[src/rtl/alu_seq.sv]
// Sequential ALU: single-cycle logic/arith ops, iterative shift-add multiply.
// Results and flags are registered and held until the next operation completes.
module alu_seq #(
  parameter int M      = 8,
  parameter bit MUL_EN = 1'b1
) (
  input  logic         clk,
  input  logic         reset_n,
  input  logic         start,
  input  logic [2:0]   selection,
  input  logic [M-1:0] rga,
  input  logic [M-1:0] rgb,
  output logic [M-1:0] res,
  output logic         carry,
  output logic         ov,
  output logic         neg,
  output logic         zero,
  output logic         busy,
  output logic         done,
  output logic [1:0]   state_o
);

  // Handshake: start is a request honoured only while busy=0 (IDLE); it is
  // accepted on that rising edge. done pulses for exactly one cycle and
  // res/flags are valid while it is high; they hold afterwards.

  localparam int             SW     = $clog2(M);
  localparam logic [SW-1:0]  LAST   = SW'(M - 1);
  localparam logic [2:0]     OP_MUL = 3'd7;

  typedef enum logic [1:0] {
    S_IDLE = 2'd0,
    S_MUL  = 2'd1,
    S_DONE = 2'd2
  } state_t;

  state_t           state_q;
  logic [M-1:0]     a_q;
  logic [2:0]       op_q;
  logic [2*M-1:0]   prod_q;
  logic [SW-1:0]    cnt_q;
  logic [M-1:0]     res_q;
  logic             carry_q, ov_q, neg_q, zero_q;

  logic [M-1:0]     alu_res;
  logic             alu_c, alu_v;
  logic [M:0]       wide;
  logic [SW-1:0]    shamt;
  logic [M:0]       mul_sum;
  logic [2*M-1:0]   prod_d;

  assign shamt = rgb[SW-1:0];

  always_comb begin
    alu_res = rga;
    alu_c   = 1'b0;
    alu_v   = 1'b0;
    wide    = '0;
    case (selection)
      3'd1: begin
        wide    = {1'b0, rga} + {1'b0, rgb};
        alu_res = wide[M-1:0];
        alu_c   = wide[M];
        alu_v   = (rga[M-1] == rgb[M-1]) && (alu_res[M-1] != rga[M-1]);
      end
      3'd2: alu_res = rga & rgb;
      3'd3: alu_res = rga | rgb;
      3'd4: begin
        // bit M of the widened difference is the borrow
        wide    = {1'b0, rga} - {1'b0, rgb};
        alu_res = wide[M-1:0];
        alu_c   = wide[M];
        alu_v   = (rga[M-1] != rgb[M-1]) && (alu_res[M-1] != rga[M-1]);
      end
      3'd5: alu_res = rga ^ rgb;
      3'd6: begin
        // the last bit shifted out lands in bit M; zero for amount 0
        wide    = {1'b0, rga} << shamt;
        alu_res = wide[M-1:0];
        alu_c   = wide[M];
      end
      default: alu_res = rga;
    endcase
  end

  // One shift-add step: add multiplicand to the upper half when the current
  // multiplier bit (LSB) is set, then shift the whole product right by one.
  always_comb begin
    mul_sum = {1'b0, prod_q[2*M-1:M]} + (prod_q[0] ? {1'b0, a_q} : '0);
    prod_d  = {mul_sum, prod_q[M-1:1]};
  end

  always_ff @(posedge clk) begin
    if (!reset_n) begin
      state_q <= S_IDLE;
      a_q     <= '0;
      op_q    <= '0;
      prod_q  <= '0;
      cnt_q   <= '0;
      res_q   <= '0;
      carry_q <= 1'b0;
      ov_q    <= 1'b0;
      neg_q   <= 1'b0;
      zero_q  <= 1'b1;
    end else begin
      case (state_q)
        S_IDLE: begin
          if (start) begin
            a_q    <= rga;
            op_q   <= selection;
            prod_q <= {{M{1'b0}}, rgb};
            cnt_q  <= '0;
            if (MUL_EN && (selection == OP_MUL)) begin
              state_q <= S_MUL;
            end else begin
              res_q   <= alu_res;
              carry_q <= alu_c;
              ov_q    <= alu_v;
              neg_q   <= alu_res[M-1];
              zero_q  <= (alu_res == '0);
              state_q <= S_DONE;
            end
          end
        end
        S_MUL: begin
          prod_q <= prod_d;
          cnt_q  <= cnt_q + 1'b1;
          if ((cnt_q == LAST) || (op_q != OP_MUL)) begin
            res_q   <= prod_d[M-1:0];
            carry_q <= |prod_d[2*M-1:M];
            ov_q    <= 1'b0;
            neg_q   <= prod_d[M-1];
            zero_q  <= (prod_d[M-1:0] == '0);
            state_q <= S_DONE;
          end
        end
        S_DONE:  state_q <= S_IDLE;
        default: state_q <= S_IDLE;
      endcase
    end
  end

  assign res     = res_q;
  assign carry   = carry_q;
  assign ov      = ov_q;
  assign neg     = neg_q;
  assign zero    = zero_q;
  assign busy    = (state_q != S_IDLE);
  assign done    = (state_q == S_DONE);
  assign state_o = state_q;

endmodule

[config.mk]
export PLATFORM = sky130hd
export DESIGN_NAME = alu_seq
export DESIGN_NICKNAME = d
export VERILOG_FILES = /design/src/rtl/alu_seq.sv
export SDC_FILE = /design/constraint.sdc
export NUM_CORES = 1
export LEC_CHECK = 0
export ABC_AREA = 0
export BUFFER_PORTS_ARGS = -buffer_cell sky130_fd_sc_hd__buf_2
export CORE_ASPECT_RATIO = 0.5
export CORE_MARGIN = 1.5
export CORE_UTILIZATION = 30
export DETAILED_ROUTE_END_ITERATION = 10
export SLEW_MARGIN = 20
export SYNTH_ARGS = -nofsm -noshare
export SYNTH_HDL_FRONTEND = slang
export SYNTH_SLANG_ARGS = --single-unit
[constraint.sdc]
create_clock -name clk -period 3.5 [get_ports clk]
set_clock_uncertainty 0.1 [all_clocks]
set_input_delay 0.175 -clock clk [delete_from_list [all_inputs] [get_ports clk]]
set_output_delay 0.175 -clock clk [all_outputs]
set_load 0.1 [all_outputs]
==> impl.org, run 1 <==
** STA
- Setup repair after global routing missed its margin :: no
- For the final routed database, the setup TNS stands at 0 ns.
- For the pin with the worst max-slew slack, the measured transition is 0.792 ns.
- The smallest clock period supported by the final layout is computed as 2.74 ns.
- Max-slew violation count :: 0
- Post-route fraction of the period consumed by the critical path :: 78.2%
- Static timing analysis puts the maximum clock frequency at 365 MHz.
- Worst relative slew slack :: 47.2%
- Hold WS :: 0.0848 ns
- Final Hold Vio Count :: 0
- Count of final setup violators :: 0

** Drt
- Number of vias per cell after detailed routing :: 5.46
- The routed design has 11100 um of wire.
- Routed wire per std cell :: 16.5 um
- Number of antenna-violating nets in the routed design :: 0
- For this run, design rule violations remaining after detail routing come to 0.
- After the first detailed-routing iteration, the DRC count stood at 356.
- Across all layers, the routed design uses 3679 vias.
- 1st-pass router iterations :: 5

** Power
- Internal power comes to 997 uW.
- Leakage component of the power :: 1.77 nW
- Register share of total power :: 34.4%
- Overall power of the completed layout :: 1.56 mW
- In this run the power density over the cells is 372 mW/mm^2.
- Fraction of power consumed by the clock network :: 34.1%
- Combinational fraction of design power :: 31.5%
- VDD sags by at most 0.214 mV.
- Switching Share :: 36.0%
- The analysis attributes to net switching a power of 560 uW.

** Clock tree
- In this run the post-CTS setup repair buffer count came out at 0.
- Clock tree synthesis selected as its root buffer the cell clkbuf_16.
- Clock buffer count from CTS :: 5
- For the worst-skew pair, the clock arrives at the later sink with an insertion delay of 0.28 ns.
- Once the clock tree was built, the resizer swapped 0 gates to a different size.
- TritonCTS built the clock tree.
- Count of hold buffers inserted by post-cts repair :: 0
- Clock net sink count :: 43
- After clock tree synthesis, the clock-pin slew on the worst setup and hold paths is 0.06 ns.
- The H-tree was split into 2 levels.
- Maximum number of buffers from clock root to sink :: 2

** Logic synthesis
- Counting flops with an async set or reset pin after synthesis yields a share of 0%.
- YS warnings :: 0
- Ranking of synthesized cells by area :: dfxtp_1, ha_1, a21oi_1
- By count the netlist is led by nand2_1, a21oi_1, dfxtp_1, ha_1, inv_1.
- In the synthesized netlist the dominant register cell turns out to be dfxtp_1.
- A synthesized cell averages 7.66 um^2.
- Yosys top cell by area :: dfxtp_1
- After synthesis the cells add up to 0.00375 mm^2.
- Sequential element share of the synthesized area :: 22.9%
- Count of unique library cells instantiated by Yosys :: 67
- Post-Synthesis Cells :: 490
- Total of flip-flops plus latches after synthesis :: 43
- Count leader, synth :: nand2_1
- Synthesized Nets :: 550
- Proportion of netlist area held by the largest area contributor :: 22.9%
- Yosys mapped a number of flops with a built-in enable equal to 0.

** Setup path
- STA classifies the critical path startpoint as an input port.
- The worst register-to-register path has a setup slack of 0.94 ns.
- The worst register-to-register path begins at prod_q[0].
- The endpoint identified for the worst register-to-register timing path is carry.
- Data on the critical path arrives at its endpoint at 2.78 ns.
- The critical path goes through buf_2, ha_1, fa_1, or2_2, a221oi_1, mux2i_1, o21ai_0, o32ai_1, a2bb2oi_1, a21oi_1.
- The number of cells on the worst reg-to-reg path is 11.
- Along the worst path, the maximum fanout reaches 15.
- Data required, critical path :: 3.54 ns
- On the worst path, the slowest cell contributes a delay of 0.42 ns.
- For this design, the slowest cell found on the critical path is fa_1.
- The worst setup path is captured at a register.
- CP Class :: input port to register

** Cells and area
- Fillers :: 1256
- After the last flow step, the layout net total stands at 568.
- Layout cells sized above 1 :: 11.8%
- Final std cells w/o fill :: 674
- With fillers left out, the area of the finished cells amounts to 0.00418 mm^2.
- The area growth from synthesis to layout is 11.5%.
- 0 antenna diodes ended up in the layout.

** GRT
- Antenna violations before repair :: 0
- Total routing usage reported by global routing :: 16.8%
- Entering global routing, the biggest net connects 28 pins.
- The via count of the first global-routing pass was 3279.
- First-pass GRT wire length :: 17500 um
- For this run the aggregate overflow at the end of global routing stands at 0.

** Floorplan
- The core region is 0.0120 mm^2.
- The floorplan step set the die height to 82.1 um.
- The initial utilization of the core area, before any placement, comes to 31.2%.
- Row count :: 28
- The die is 161 um wide.
- Die area :: 0.0132 mm^2
- Number of placed I/O pins :: 38

** Placed design
- Detailed placement ended at an HPWL of 8290 um.
- Routability cong. :: 0.917
- After detailed placement, the design holds a cell count of 666.
- Cell area reported after detailed placement :: 0.00402 mm^2
- During placement, the flow inserted port buffers numbering 37.

** Min path
- The worst hold path terminates at a_q[0].
- The worst hold path belongs to the class input port to register.
- Along the worst hold path, the cell count comes to 3.
- Worst hold start :: rga[0]

** Run status
- The flow ran to the end, and the final reports show no timing, DRC or antenna violations.

** Flow run
- Total of max-cap violations :: 0
-- how the worst max path moves through the flow --
stage	start	to	slack, ns	cells after the start
floorplan	state_o[1]	done	0.61	2
global placement	rgb[0]	res[6]	0.55	10
detailed placement	rgb[0]	res[6]	0.52	10
finish	rgb[0]	res[6]	0.76	10
global route	rgb[0]	res[6]	0.57	10
CTS	rgb[0]	res[6]	0.79	10
-- registers in the layout (all words and copies together), names as in the netlist --
| signal | cells |
|---|---|
| a_q | 8 |
| carry | 1 |
| cnt_q | 3 |
| op_q | 3 |
| ov | 1 |
| prod_q | 16 |
| res | 8 |
| state_o | 2 |
| zero | 1 |
-- cells by family after synthesis --
| family | after synthesis | synth area share (%) |
|---|---|---|
| adder cells (fa/ha/maj) | 38 | 13.3 |
| AND/OR/NAND/NOR | 174 | 23.6 |
| XOR/XNOR | 8 | 1.87 |
| multiplexers | 16 | 4.60 |
| buffers and inverters | 64 | 7.54 |
| AO/OA/AOI/OAI | 147 | 26.2 |
| flip-flops | 43 | 22.9 |
-- layout by cell type, fill, tap and decap left out, drive strengths merged, types with 4 or more instances in the layout --
| cell | instances |
|---|---|
| nand2 | 57 |
| a21oi | 46 |
| dfxtp | 43 |
| buf | 40 |
| ha | 35 |
| inv | 33 |
| nor2 | 29 |
| o21ai | 25 |
| nand3 | 17 |
| mux2i | 15 |
| and2 | 14 |
| nor2b | 12 |
| nor3 | 12 |
| a22oi | 11 |
| a31oi | 8 |
| o21a | 7 |
| nor4 | 7 |
| xnor2 | 5 |
| nand2b | 5 |
| o211ai | 5 |
| o221ai | 5 |
| clkbuf | 5 |
| or2 | 5 |
| o32ai | 5 |
| a211oi | 4 |
| a222oi | 4 |
| nand4 | 4 |
| a221oi | 4 |
| clkinv | 4 |
-- final cells by class --
cell class / count / area, um^2 / share of cell area [%]
clock buffer: 5 / 125 / 2.99
clock inverter: 3 / 43.8 / 1.05
inverter: 35 / 131 / 3.14
multi-input combinational: 383 / 2610 / 62.4
sequential: 43 / 861 / 20.6
tap: 165 / 206 / 4.93
timing repair buffer: 40 / 208 / 4.96
-- critical path, delay by kind of cell --
kind	cells	cell delay, ns
AO/OA/AOI/OAI	5	1.18
adder cells (fa/ha/maj)	2	0.68
AND/OR/NAND/NOR	1	0.31
multiplexers	1	0.22
buffers and inverters	1	0.21
-- power by group through the flow --
stage               registers (mW)  logic, mW  clock network, mW
finish                       0.536      0.490              0.531
global route                 0.539      0.527              0.557
CTS                          0.536      0.483              0.538
detailed placement           0.547      0.482                  0
global placement             0.546      0.485                  0
floorplan                    0.634      0.282                  0
-- through the flow --
step,utilization [%],worst slack (ns)
2_1_floorplan,-,0.615
3_3_place_gp,33.4,0.549
3_5_place_dp,33.4,0.517
4_1_cts,34.8,0.788
5_1_grt,34.8,0.569
6_report,34.8,0.763
-- metal layers --
| layer | global-route usage (%) | vias to the layer above | wire length [um] |
|---|---|---|---|
| met5 | 0 | - | 0 |
| met2 | 27.2 | 117 | 4860 |
| met3 | 2.02 | 16 | 671 |
| met4 | 4.91 | 0 | 209 |
| met1 | 23.5 | 1745 | 5350 |
| li1 | - | 1801 | - |
Note: power is estimated with default switching activity, not from simulation.
==> run 2, diff against run 1 <==
Clock period 3.5 ns to 2.4 ns, I/O delays scaled along.
==> run 2 against run 1 <==
Against the previous run: combinational power rose by 62%; clock power increased by 51%; via count rose by 2.9%; critical path type is now register to register.
==> impl.org, run 2 (synthesized netlist as in run 1, its figures left out) <==
** Floorplan
- In this run the horizontal extent of the chip is 161 um.
- The floorplan step defined a core boundary enclosing 0.0120 mm^2.
- The floorplan step set the die height to 82.1 um.
- Row count :: 28
- 38 I/O pins were placed.
- Effective utilization at floorplan :: 31.2%
- The floorplan step defined a die boundary enclosing 0.0132 mm^2.

** Cells and area
- The library cell used most frequently in the layout, excluding fill and tap cells, is nand2_1.
- Counting flops per register, the top entry is prod_q.
- Cells with a size suffix above 1 make up 21.8% of the layout.
- Antenna diode instance count :: 0
- Fillers :: 1265
- Commonest non-fill, non-tap cells in the layout :: nand2_1, buf_4, a21oi_1, dfxtp_1, buf_2
- Storage cell area :: 863 um^2
- The multi-input combinational cells in the finished layout cover a total of 0.00271 mm^2.
- Largest register FFs :: 16
- Area Overhead vs Synth :: 23.3%
- Cell area after layout :: 0.00463 mm^2
- After the last flow step, the layout net total stands at 613.
- Once layout is complete, the cells apart from fillers number 719.

** Drt
- Routed wire per std cell :: 16.0 um
- Wires add up to 11500 um.
- Final routed DRC violation total :: 0
- For this block, the via count after detailed routing is 3787.
- Dividing the detail-routed via count by the number of cells gives 5.27.
- Once detail routing completed, the nets flagged for antenna violations numbered 0.
- The pre-antenna-repair detailed-routing pass consisted of 5 iterations.
- The detailed router finished its first iteration with 292 violations.

** Clock tree
- The later pin in the worst-skew pair is clocked with a latency of 0.29 ns.
- CTS tree :: built
- The root buffer cell chosen for the clock tree is clkbuf_16.
- The clock net in this run drives a total of 43 sinks.
- In this run the deepest clock path goes through 2 buffers.
- The number of clock buffers added by TritonCTS is 5.
- Post-CTS Setup Inserts :: 0
- After clock tree synthesis, the clock-pin slew on the worst setup and hold paths is 0.06 ns.
- In this run the number of H-tree levels came out at 2.

** STA
- The number of max-slew violations in the final report came to 0.
- Final Hold Vio Count :: 0
- Total negative slack for setup checks :: 0 ns
- At the pin with the least slew margin, the transition time is 0.694 ns.
- Post-route fraction of the period consumed by the critical path :: 98.0%
- Setup repair after global routing could not meet its margin everywhere.
- Headroom to the max-slew limit came out at 53.5%.
- Final hold analysis gives a worst-case slack of 0.0637 ns.
- Slack of the critical path :: 0.0475 ns
- Setup violations remaining at the end of the flow were counted as 0.
- Subtracting the final worst setup slack from the clock period gives 2.35 ns.
- Top achievable clock speed :: 425 MHz

** Setup path
- Counting both buffers and inverters, the worst setup path holds a total of 1.
- The critical path is of the register to register type.
- Data required, critical path :: 2.48 ns
- Grouping stages by cell kind, the critical path spends the most delay in compound AO/OA/AOI/OAI gates.
- The largest individual stage delay along the critical path comes from the cell dfxtp_2.
- For this run, the slowest stage of the critical path takes 0.33 ns.
- Along the worst path, the maximum fanout reaches 4.
- The signal on the critical path passes through and2_4, ha_4, inv_2, fa_2, nor2b_2, o31a_1, o31a_1, o21ai_1, nor2b_4, a41o_1, a21oi_2.
- Setup crit start kind :: register
- The worst setup path is captured at a register.
- The cell that appears most often on the critical path is o31a_1.
- Arrival time at the worst endpoint :: 2.43 ns

** Placed design
- Routability cong. :: 0.908
- Cell area reported after detailed placement :: 0.00436 mm^2
- Count of input and output buffers :: 37
- Worst slack at placement :: -0.328 ns
- Detailed placement finished with a half-perimeter wire length of 8830 um.
- Placed Cells incl. Taps :: 711

** Power
- Peak VDD IR :: 0.319 mV
- The analysis attributes to cell leakage a power of 2.00 nW.
- For this design the ratio of total power to cell area is 514 mW/mm^2.

** GRT
- The number of antenna violations at the first check in global routing was 0.
- Total routing usage reported by global routing :: 18.0%
- Vias in the first global route :: 3562
- First-pass GRT wire length :: 18600 um
- Global-route congestion overflow total :: 0
- Entering global routing, the biggest net connects 22 pins.

** Run status
- The run finished with clean final reports.

** Min path
- Class of the most critical hold timing path :: input port to register

** Flow run
- Across the run, the number of max-cap violations was 0.
==> run 2: cell types whose count changed in the layout (fill, tap and decap cells not counted), moves of 3 or more <==
cell and delta:
buf_4 +45, ha_4 +3, nor2b_1 -3, ha_1 -3
==> run 2: power by group <==
| group | switching (mW) | leakage (nW) | internal (mW) |
|---|---|---|---|
| clock network | 0.286 | 0.0868 | 0.518 |
| logic | 0.526 | 1.56 | 0.268 |
| registers | 0.0275 | 0.353 | 0.753 |
| total | 0.840 | 2.00 | 1.54 |
==> run 2: what timing repair did <==
action,in CTS,in global routing
setup endpoints to repair,1,7
hold buffers,0,0
pin swaps,0,9
resized for setup,1,19
hold endpoints to repair,0,0
==> run 2: stage by stage <==
step,power (mW),util (%)
after floorplan,1.34,-
after global placement,1.57,36.3
after detailed placement,1.57,36.3
after CTS,2.37,37.8
after global routing,2.49,38.5
final,2.38,38.5
==> run 2: layout make-up <==
type / instances / share of cell area, %
Multi-Input combinational cell: 383 / 58.5
Clock inverter: 2 / 0.757
Clock buffer: 6 / 3.00
Sequential cell: 43 / 18.7
Tap cell: 165 / 4.46
Inverter: 35 / 2.84
Timing Repair Buffer: 85 / 11.8
==> run 2: worst reg2reg max path, delay by kind of cell, from the launching register on <==
family / cells / cell delay [ns]
AO/OA/AOI/OAI: 5 / 1.05
adder cells (fa/ha/maj): 2 / 0.37
buffers and inverters: 1 / 0.05
flip-flops: 1 / 0.33
AND/OR/NAND/NOR: 3 / 0.35
==> run 2: layer usage <==
| layer | global-route usage [%] | up-vias | share of wire [%] |
|---|---|---|---|
| met3 | 2.63 | 11 | 5.7 |
| met4 | 5.19 | 0 | 1.3 |
| met2 | 30.0 | 110 | 45 |
| met1 | 24.4 | 1765 | 48 |
| li1 | - | 1901 | - |
| met5 | 0 | - | 0 |
==> run 2: worst paths after layout <==
| check | startpoint | endpoint | slack [ns] | depth (start not counted) |
|---|---|---|---|---|
| max | prod_q[0] | carry | 0.05 | 11 |
| min | rgb[3] | prod_q[3] | 0.06 | 3 |
| min reg2reg | a_q[6] | a_q[6] | 0.35 | 2 |
| max reg2reg | prod_q[0] | carry | 0.05 | 11 |
